==> config.mk <==
export PLATFORM = sky130hd
export DESIGN_NAME = mod_split_flat
export DESIGN_NICKNAME = d
export VERILOG_FILES = /design/src/rtl/mod_split_if.sv /design/src/rtl/mod_split.sv /design/src/flat_wrapper.sv
export SDC_FILE = /design/constraint.sdc
export NUM_CORES = 1
export LEC_CHECK = 0
export ABC_CLOCK_PERIOD_IN_PS = 2500
export BUFFER_PORTS_ARGS = -buffer_cell sky130_fd_sc_hd__buf_4
export CAP_MARGIN = 20
export CORE_MARGIN = 5
export CORE_UTILIZATION = 44
export CTS_CLUSTER_SIZE = 24
export DETAILED_ROUTE_END_ITERATION = 8
export HOLD_SLACK_MARGIN = 0.05
export PLACE_DENSITY = 0.71
export SKIP_LAST_GASP = 1
export SLEW_MARGIN = 20
export SYNTH_ARGS = -nofsm -noshare
export SYNTH_HDL_FRONTEND = slang
export SYNTH_SLANG_ARGS = --single-unit
==> constraint.sdc <==
create_clock -name clk -period 2.5 [get_ports clk]
set_clock_uncertainty 0.2 [all_clocks]
set_input_delay 0.25 -clock clk [delete_from_list [all_inputs] [get_ports clk]]
set_output_delay 0.25 -clock clk [all_outputs]
set_load 0.05 [all_outputs]
==> src/rtl/mod_split_if.sv <==
// mod_split_if: stream bundle for mod_split.
// Input side carries a packed word of three FW-bit fields {a,b,c}.
// Output side carries one field per beat with its index and a last flag.
// The slave modport is the splitter; the master modport is its environment.
interface mod_split_if #(
    parameter int FW = 3
);
    logic            in_valid;
    logic            in_ready;
    logic [3*FW-1:0] in_data;
    logic            out_valid;
    logic            out_ready;
    logic [FW-1:0]   out_data;
    logic [1:0]      out_idx;
    logic            out_last;

    modport slave (
        input  in_valid,
        output in_ready,
        input  in_data,
        output out_valid,
        input  out_ready,
        output out_data,
        output out_idx,
        output out_last
    );

    modport master (
        output in_valid,
        input  in_ready,
        output in_data,
        input  out_valid,
        output out_ready,
        input  out_data,
        input  out_idx,
        input  out_last
    );
endinterface

==> src/rtl/mod_split.sv <==
// mod_split: accepts a packed word {a,b,c} and emits its three fields one
// per beat (a first) with a field index and a last flag.
// Optional feature: define MOD_SPLIT_PIPE_EN to let a new word be accepted on
// the same edge the last field leaves, removing the idle beat between words.
module mod_split #(
    parameter int FW = 3
) (
    input  logic        clk,
    input  logic        rst_n,
    mod_split_if.slave  bus
);
    localparam int WW = 3 * FW;

    typedef enum logic [0:0] {
        IDLE = 1'b0,
        EMIT = 1'b1
    } state_t;

    state_t          state_r;
    state_t          state_s;
    logic [WW-1:0]   word_r;
    logic [WW-1:0]   word_s;
    logic [1:0]      idx_r;
    logic [1:0]      idx_s;
    logic            run_r;
    logic            in_ready_s;
    logic            in_fire_s;
    logic            out_fire_s;
    logic [FW-1:0]   field_s;

    // Handshake qualification; in_ready stays low until the first edge after reset.
    always_comb begin
        in_ready_s = 1'b0;
        if (!run_r) begin
            in_ready_s = 1'b0;
        end else if (state_r == IDLE) begin
            in_ready_s = 1'b1;
        end else begin
`ifdef MOD_SPLIT_PIPE_EN
            in_ready_s = (idx_r == 2'd2) && bus.out_ready;
`else
            in_ready_s = 1'b0;
`endif
        end
    end

    assign in_fire_s  = bus.in_valid && in_ready_s;
    assign out_fire_s = (state_r == EMIT) && bus.out_ready;

    // Next-state, next-index and word-capture decisions.
    always_comb begin
        state_s = state_r;
        idx_s   = idx_r;
        word_s  = word_r;
        case (state_r)
            IDLE: begin
                if (in_fire_s) begin
                    word_s  = bus.in_data;
                    idx_s   = 2'd0;
                    state_s = EMIT;
                end else begin
                    idx_s   = 2'd0;
                end
            end
            EMIT: begin
                if (!out_fire_s) begin
                    idx_s = idx_r;
                end else if (idx_r != 2'd2) begin
                    idx_s = idx_r + 2'd1;
                end else if (in_fire_s) begin
                    // Back-to-back load: only reachable with the pipe feature.
                    word_s  = bus.in_data;
                    idx_s   = 2'd0;
                    state_s = EMIT;
                end else begin
                    idx_s   = 2'd0;
                    state_s = IDLE;
                end
            end
            default: begin
                idx_s   = 2'd0;
                state_s = IDLE;
            end
        endcase
    end

    // State, index and captured word; reset discards any partial word.
    always_ff @(posedge clk or negedge rst_n) begin
        if (!rst_n) begin
            state_r <= IDLE;
            idx_r   <= 2'd0;
            word_r  <= {WW{1'b0}};
            run_r   <= 1'b0;
        end else begin
            state_r <= state_s;
            idx_r   <= idx_s;
            word_r  <= word_s;
            run_r   <= 1'b1;
        end
    end

    // Select the current field from the captured word by index.
    always_comb begin
        field_s = {FW{1'b0}};
        case (idx_r)
            2'd0:    field_s = word_r[WW-1 -: FW];
            2'd1:    field_s = word_r[2*FW-1 -: FW];
            2'd2:    field_s = word_r[FW-1:0];
            default: field_s = {FW{1'b0}};
        endcase
    end

    assign bus.in_ready  = in_ready_s;
    assign bus.out_valid = (state_r == EMIT);
    assign bus.out_data  = field_s;
    assign bus.out_idx   = idx_r;
    assign bus.out_last  = (state_r == EMIT) && (idx_r == 2'd2);
endmodule
==> src/flat_wrapper.sv <==
// flat-port wrapper written by rule: the top's interface ports become plain ports
module mod_split_flat 
#(
    parameter int FW = 3
)
  (clk, rst_n, bus_in_valid, bus_in_ready, bus_in_data, bus_out_valid, bus_out_ready, bus_out_data, bus_out_idx, bus_out_last);
  mod_split_if #(.FW(FW)) bus_i ();
  input  logic clk;
  input  logic rst_n;
  input wire logic [$bits(bus_i.in_valid)-1:0] bus_in_valid;
  output wire logic [$bits(bus_i.in_ready)-1:0] bus_in_ready;
  input wire logic [$bits(bus_i.in_data)-1:0] bus_in_data;
  output wire logic [$bits(bus_i.out_valid)-1:0] bus_out_valid;
  input wire logic [$bits(bus_i.out_ready)-1:0] bus_out_ready;
  output wire logic [$bits(bus_i.out_data)-1:0] bus_out_data;
  output wire logic [$bits(bus_i.out_idx)-1:0] bus_out_idx;
  output wire logic [$bits(bus_i.out_last)-1:0] bus_out_last;
  assign bus_i.in_valid = bus_in_valid;
  assign bus_in_ready = bus_i.in_ready;
  assign bus_i.in_data = bus_in_data;
  assign bus_out_valid = bus_i.out_valid;
  assign bus_i.out_ready = bus_out_ready;
  assign bus_out_data = bus_i.out_data;
  assign bus_out_idx = bus_i.out_idx;
  assign bus_out_last = bus_i.out_last;
  mod_split #(.FW(FW)) u_core (.clk(clk), .rst_n(rst_n), .bus(bus_i));
endmodule
Word-level counts from Yosys, hierarchy flattened:

Cells that the tools add are included.
Widths: inputs -> output; s select.

* register bits after elaboration: 13
* input bits: 13
* output and inout port bits: 8
* word-level logic and storage cells: 30

* add/subtract/negate cells: 1
* equal/unequal tests: 5
* multiplexer cells: 14
* bitwise gates (word level): 1
* reductions and logical operators: 5

Operators by type and width (number)
* $mux 9: 3
* $pmux 9 s2: 1
* $pmux 3 s3: 1
* $ne 2x2->1 const B: 3
* $mux 1: 5
* $mux 2: 2
* $pmux 2 s2: 1
* $logic_and 1x1->1: 3
* $add 2x1->2 const B: 1
* $eq 2x1->1 const B: 1
* $eq 2x2->1 const B: 1
* $logic_not 2->1: 1
* $pmux 1 s2: 1
* $reduce_and 2->1: 1
* $not 1->1: 1

Depth between registers and ports, before layout:

* depth after elaboration: 7
* depth in mapped cells: 3
* mapped depth without buffers: 2

Least setup slack after synthesis:

Ideal clock, no wire load.

* path type: reg2out
* start point: register u_core.state_r, in the netlist u_core.bus.out_valid
* end point: output port bus_out_last
* arrival: 1.997 ns
* required time: 2.050 ns
* path slack: 0.053 ns
* stages on the path, launching flop included: 3
* path buffers: 0
* cells stage by stage: dfrtp_1 > inv_1 > nor3b_1

* cells in the longest elaborated chain, start to end: 1

RTL lines
* from (decl): line mod_split.sv:19 `state_t state_r;`
* from (signal assigned): line mod_split.sv:95 `state_r <= state_s;`
* $logic_and 1x1->1: line mod_split.sv:117 `assign bus.out_last = (state_r == EMIT) && (idx_r == 2'd2);`
* to (decl): line flat_wrapper.sv:17 `output wire logic [$bits(bus_i.out_last)-1:0] bus_out_last;`

Every way passes these cells.

Final worst setup path:

* start point: register u_core.idx_r[0], in the netlist u_core.bus.out_idx[0]
* end point: output port bus_out_data[1]

* cells in the longest elaborated chain, start to end: 2
* elaborated cells between the ends (all ways): 4
* those cells by class: eq/ne: 2; mux: 1; reduce/logical: 1

RTL lines
* from (decl): line mod_split.sv:23 `logic [1:0] idx_r;`
* from (signal assigned): line mod_split.sv:96 `idx_r <= idx_s;`
* $eq 2x2->1, or another cell as far along: line mod_split.sv:105 `case (idx_r)`
* $pmux 3 s3 (*): line mod_split.sv:105
* to (decl): line flat_wrapper.sv:15 `output wire logic [$bits(bus_i.out_data)-1:0] bus_out_data;`

Mark *: on every way between the ends. The rest lies on a longest branch, timed or not.

==> flow_summary_export.csv <==
group,metric,value,unit
run_status,status,"finished, final reports clean",
routing,wirelength,1250,um
sta,slew_headroom,0.653,
global_routing,grt_usage,0.141,
critical_path,cp_cell_sequence,"nor2b_1 -> o2bb2ai_1 -> buf_4",
die,ioPinCount,21,
clock_tree,cts.path.max_buffers,2,
global_routing,overflow,0,
routing,avgViaCountPerCell,4.95,
critical_path,crit_buf_inv,1,
critical_path,slowest_stage,"dfrtp_1",
die,die_w,47.6,um
critical_path,critPathTopFamily,"flip-flops",
routing,ant_nets,0,
yosys,ys_warn_count,0,
die,fp.dieArea,2260,um^2
power_and_ir_drop,p_per_area,1300,nW/um^2
sta,finalHoldViolCount,0,
clock_tree,cts_tree,"yes",
clock_tree,worstSkewPairLatency,0.28,ns
yosys,synth_seq_cells,13,
die,core,1320,um^2
sta,final.setup.tns,0,ns
global_routing,grt_pass1_wl,2070,um
yosys,avgSynthCellArea,13.8,um^2
routing,num_vias,450,
die,initial_utilization,0.471,
place,portBuffers,20,
sta,tightest_slew,0.519,ns
sta,fin_crit_sh,0.752,
critical_path,cp.arrival,1.43,ns
critical_path,critPathLaunchType,"flip-flop",
power_and_ir_drop,peakVddDrop,0.985,mV
global_routing,grt_start_max_net_pins,14,
cells_and_area,fin_util,0.670,
clock_tree,htreeDepth,1,
routing,drt_iter0_drc,3,
cells_and_area,finalNonFillerCells,91,
yosys,yosysUniqueCellTypes,18,
cells_and_area,diodes,0,
global_routing,grt_antenna_before_repair,0,
place,dp.cells,77,
die,rows,13,
global_routing,grt_pass1_vias,474,
clock_tree,cts_sinks,13,
routing,first_pass_iters,4,
sta,layout_min_cycle_time,1.88,ns
cells_and_area,final_nets,90,
cells_and_area,area_growth,42.1,%
clock_tree,cts_buffers,3,
clock_tree,root_buffer,"clkbuf_4",
clock_tree,cts.clk_slew.worst_paths,0.08,ns
yosys,syn_inst,45,
cells_and_area,drive_above_1_share,0.461,
routing,drc,0,
yosys,syn_nets,58,
min_path,hold_path.class,"input pin to flip-flop",
critical_path,critical_path_peak_fanout,10,
power_and_ir_drop,leakage,0.412,nW
power_and_ir_drop,total_power,0.00114,W
sta,hold-worst-slack,0.0554,ns
sta,rsz0062_at_grt,"false",
place,place_congestion,0.692,
routing,wl_per_cell,13.8,um
yosys,synth_area,621,um^2
critical_path,crit_type,"flip-flop to output pin",
sta,slew_violations,0,
clock_tree,postCtsSetupBuffers,0,
yosys,yosysSeqAreaShare,0.524,
critical_path,max_stage_delay,0.49,ns
die,die_height,47.6,um
sta,max_freq,532,MHz
sta,setup_viol,0,
critical_path,cp-end-kind,"output pin",
critical_path,required,2.05,ns
flow_run,cap_viol_max_count,0,
## state kept, by name, summed over array words and instances, names as in the netlist
register              count
u_core.bus.out_valid      1
u_core.word_r             9
u_core.bus.out_idx        2
u_core.run_r              1
## path summary, 6_finish.rpt
kind	start	to	slack (ns)	cells past startpoint
worst min-delay path	bus_out_ready	u_core.bus.out_idx[0]	0.06	3
worst max register to register	u_core.bus.out_valid	u_core.word_r[2]	0.89	2
max in group asynchronous	rst_n	u_core.word_r[7]	1.80	2
worst max-delay path	u_core.bus.out_idx[0]	bus_out_data[1]	0.62	3
worst min register to register	u_core.word_r[4]	u_core.word_r[4]	0.31	1
min in group asynchronous	rst_n	u_core.run_r	0.14	2
## worst register-to-register path, cell delays in order, from the launching register on
cell and delay (ns):
dfrtp_1 0.41, nand3b_1 0.46, mux2_2 0.43
## cell usage in the layout, fill, tap and decap left out, drive strengths merged
cell type / netlist / final
buf: 3 / 20
dfrtp: 13 / 13
dlygate4sd3: 0 / 10
mux2: 9 / 9
clkbuf: 0 / 4
mux2i: 3 / 3
o2bb2ai: 3 / 3
nor2b: 2 / 2
nand3b: 2 / 2
a21oi: 2 / 2
inv: 1 / 1
nor3b: 1 / 1
and3b: 1 / 1
o21ai: 1 / 1
or2b: 1 / 1
or3b: 1 / 1
nand2b: 1 / 1
conb: 1 / 1
## layout make-up
type                            count  area, um^2
Timing Repair Buffer               30         250
Tap cell                           15        18.8
Multi-Input combinational cell     28         258
Sequential cell                    13         325
Fill cell                          92         435
Inverter                            1        3.75
Clock buffer                        4        26.3
## stage by stage
stage	area [um^2]	setup slack [ns]
after floorplan	621	0.0526
after global placement	756	0.919
after detailed placement	756	0.897
after CTS	882	0.625
after global routing	882	0.560
final	882	0.620
## report_power, final
part	switching [W]	internal [W]
registers	0.0000807	0.000305
clock network	0.0000718	0.0000620
logic	0.000371	0.000253
## what timing repair did
item                                   CTS  global route
endpoints found under the hold margin   22             0
gates resized for setup                  0             0
hold buffers                            10             0
## layer usage
layer  up-vias  global-route usage  routed length (um)
li1        219                   -                   -
met1       212               0.168                 530
met2        14               0.225                 601
met3         5              0.0338                  85
met4         0              0.0968                  34
met5         -                   0                   0
## cell families (layout without fill, tap and decap cells)
family | Yosys count | in the layout | synth area share
muxes | 12 | 12 | 0.224
buffers and inverters | 4 | 35 | 0.0605
other | 1 | 1 | 0.00604
AOI/OAI and AO/OA | 6 | 6 | 0.0726
and+or+nand+nor | 9 | 9 | 0.113
DFF | 13 | 13 | 0.524
## cells in the mapped netlist
library cell | count | share of area
nand2b_1 | 1 | 0.010
nor3b_1 | 1 | 0.012
mux2_2 | 7 | 0.13
dfrtp_1 | 13 | 0.52
inv_1 | 1 | 0.0060
conb_1 | 1 | 0.0060
a21oi_1 | 1 | 0.0081
or3b_4 | 1 | 0.018
buf_6 | 3 | 0.054
mux2i_1 | 3 | 0.048
or2b_1 | 1 | 0.012
mux2_4 | 2 | 0.048
o2bb2ai_1 | 3 | 0.042
o21ai_0 | 1 | 0.0081
a21oi_2 | 1 | 0.014
nand3b_1 | 2 | 0.024
nor2b_1 | 2 | 0.020
and3b_2 | 1 | 0.016
No activity file was read; power rests on OpenSTA's default activity.
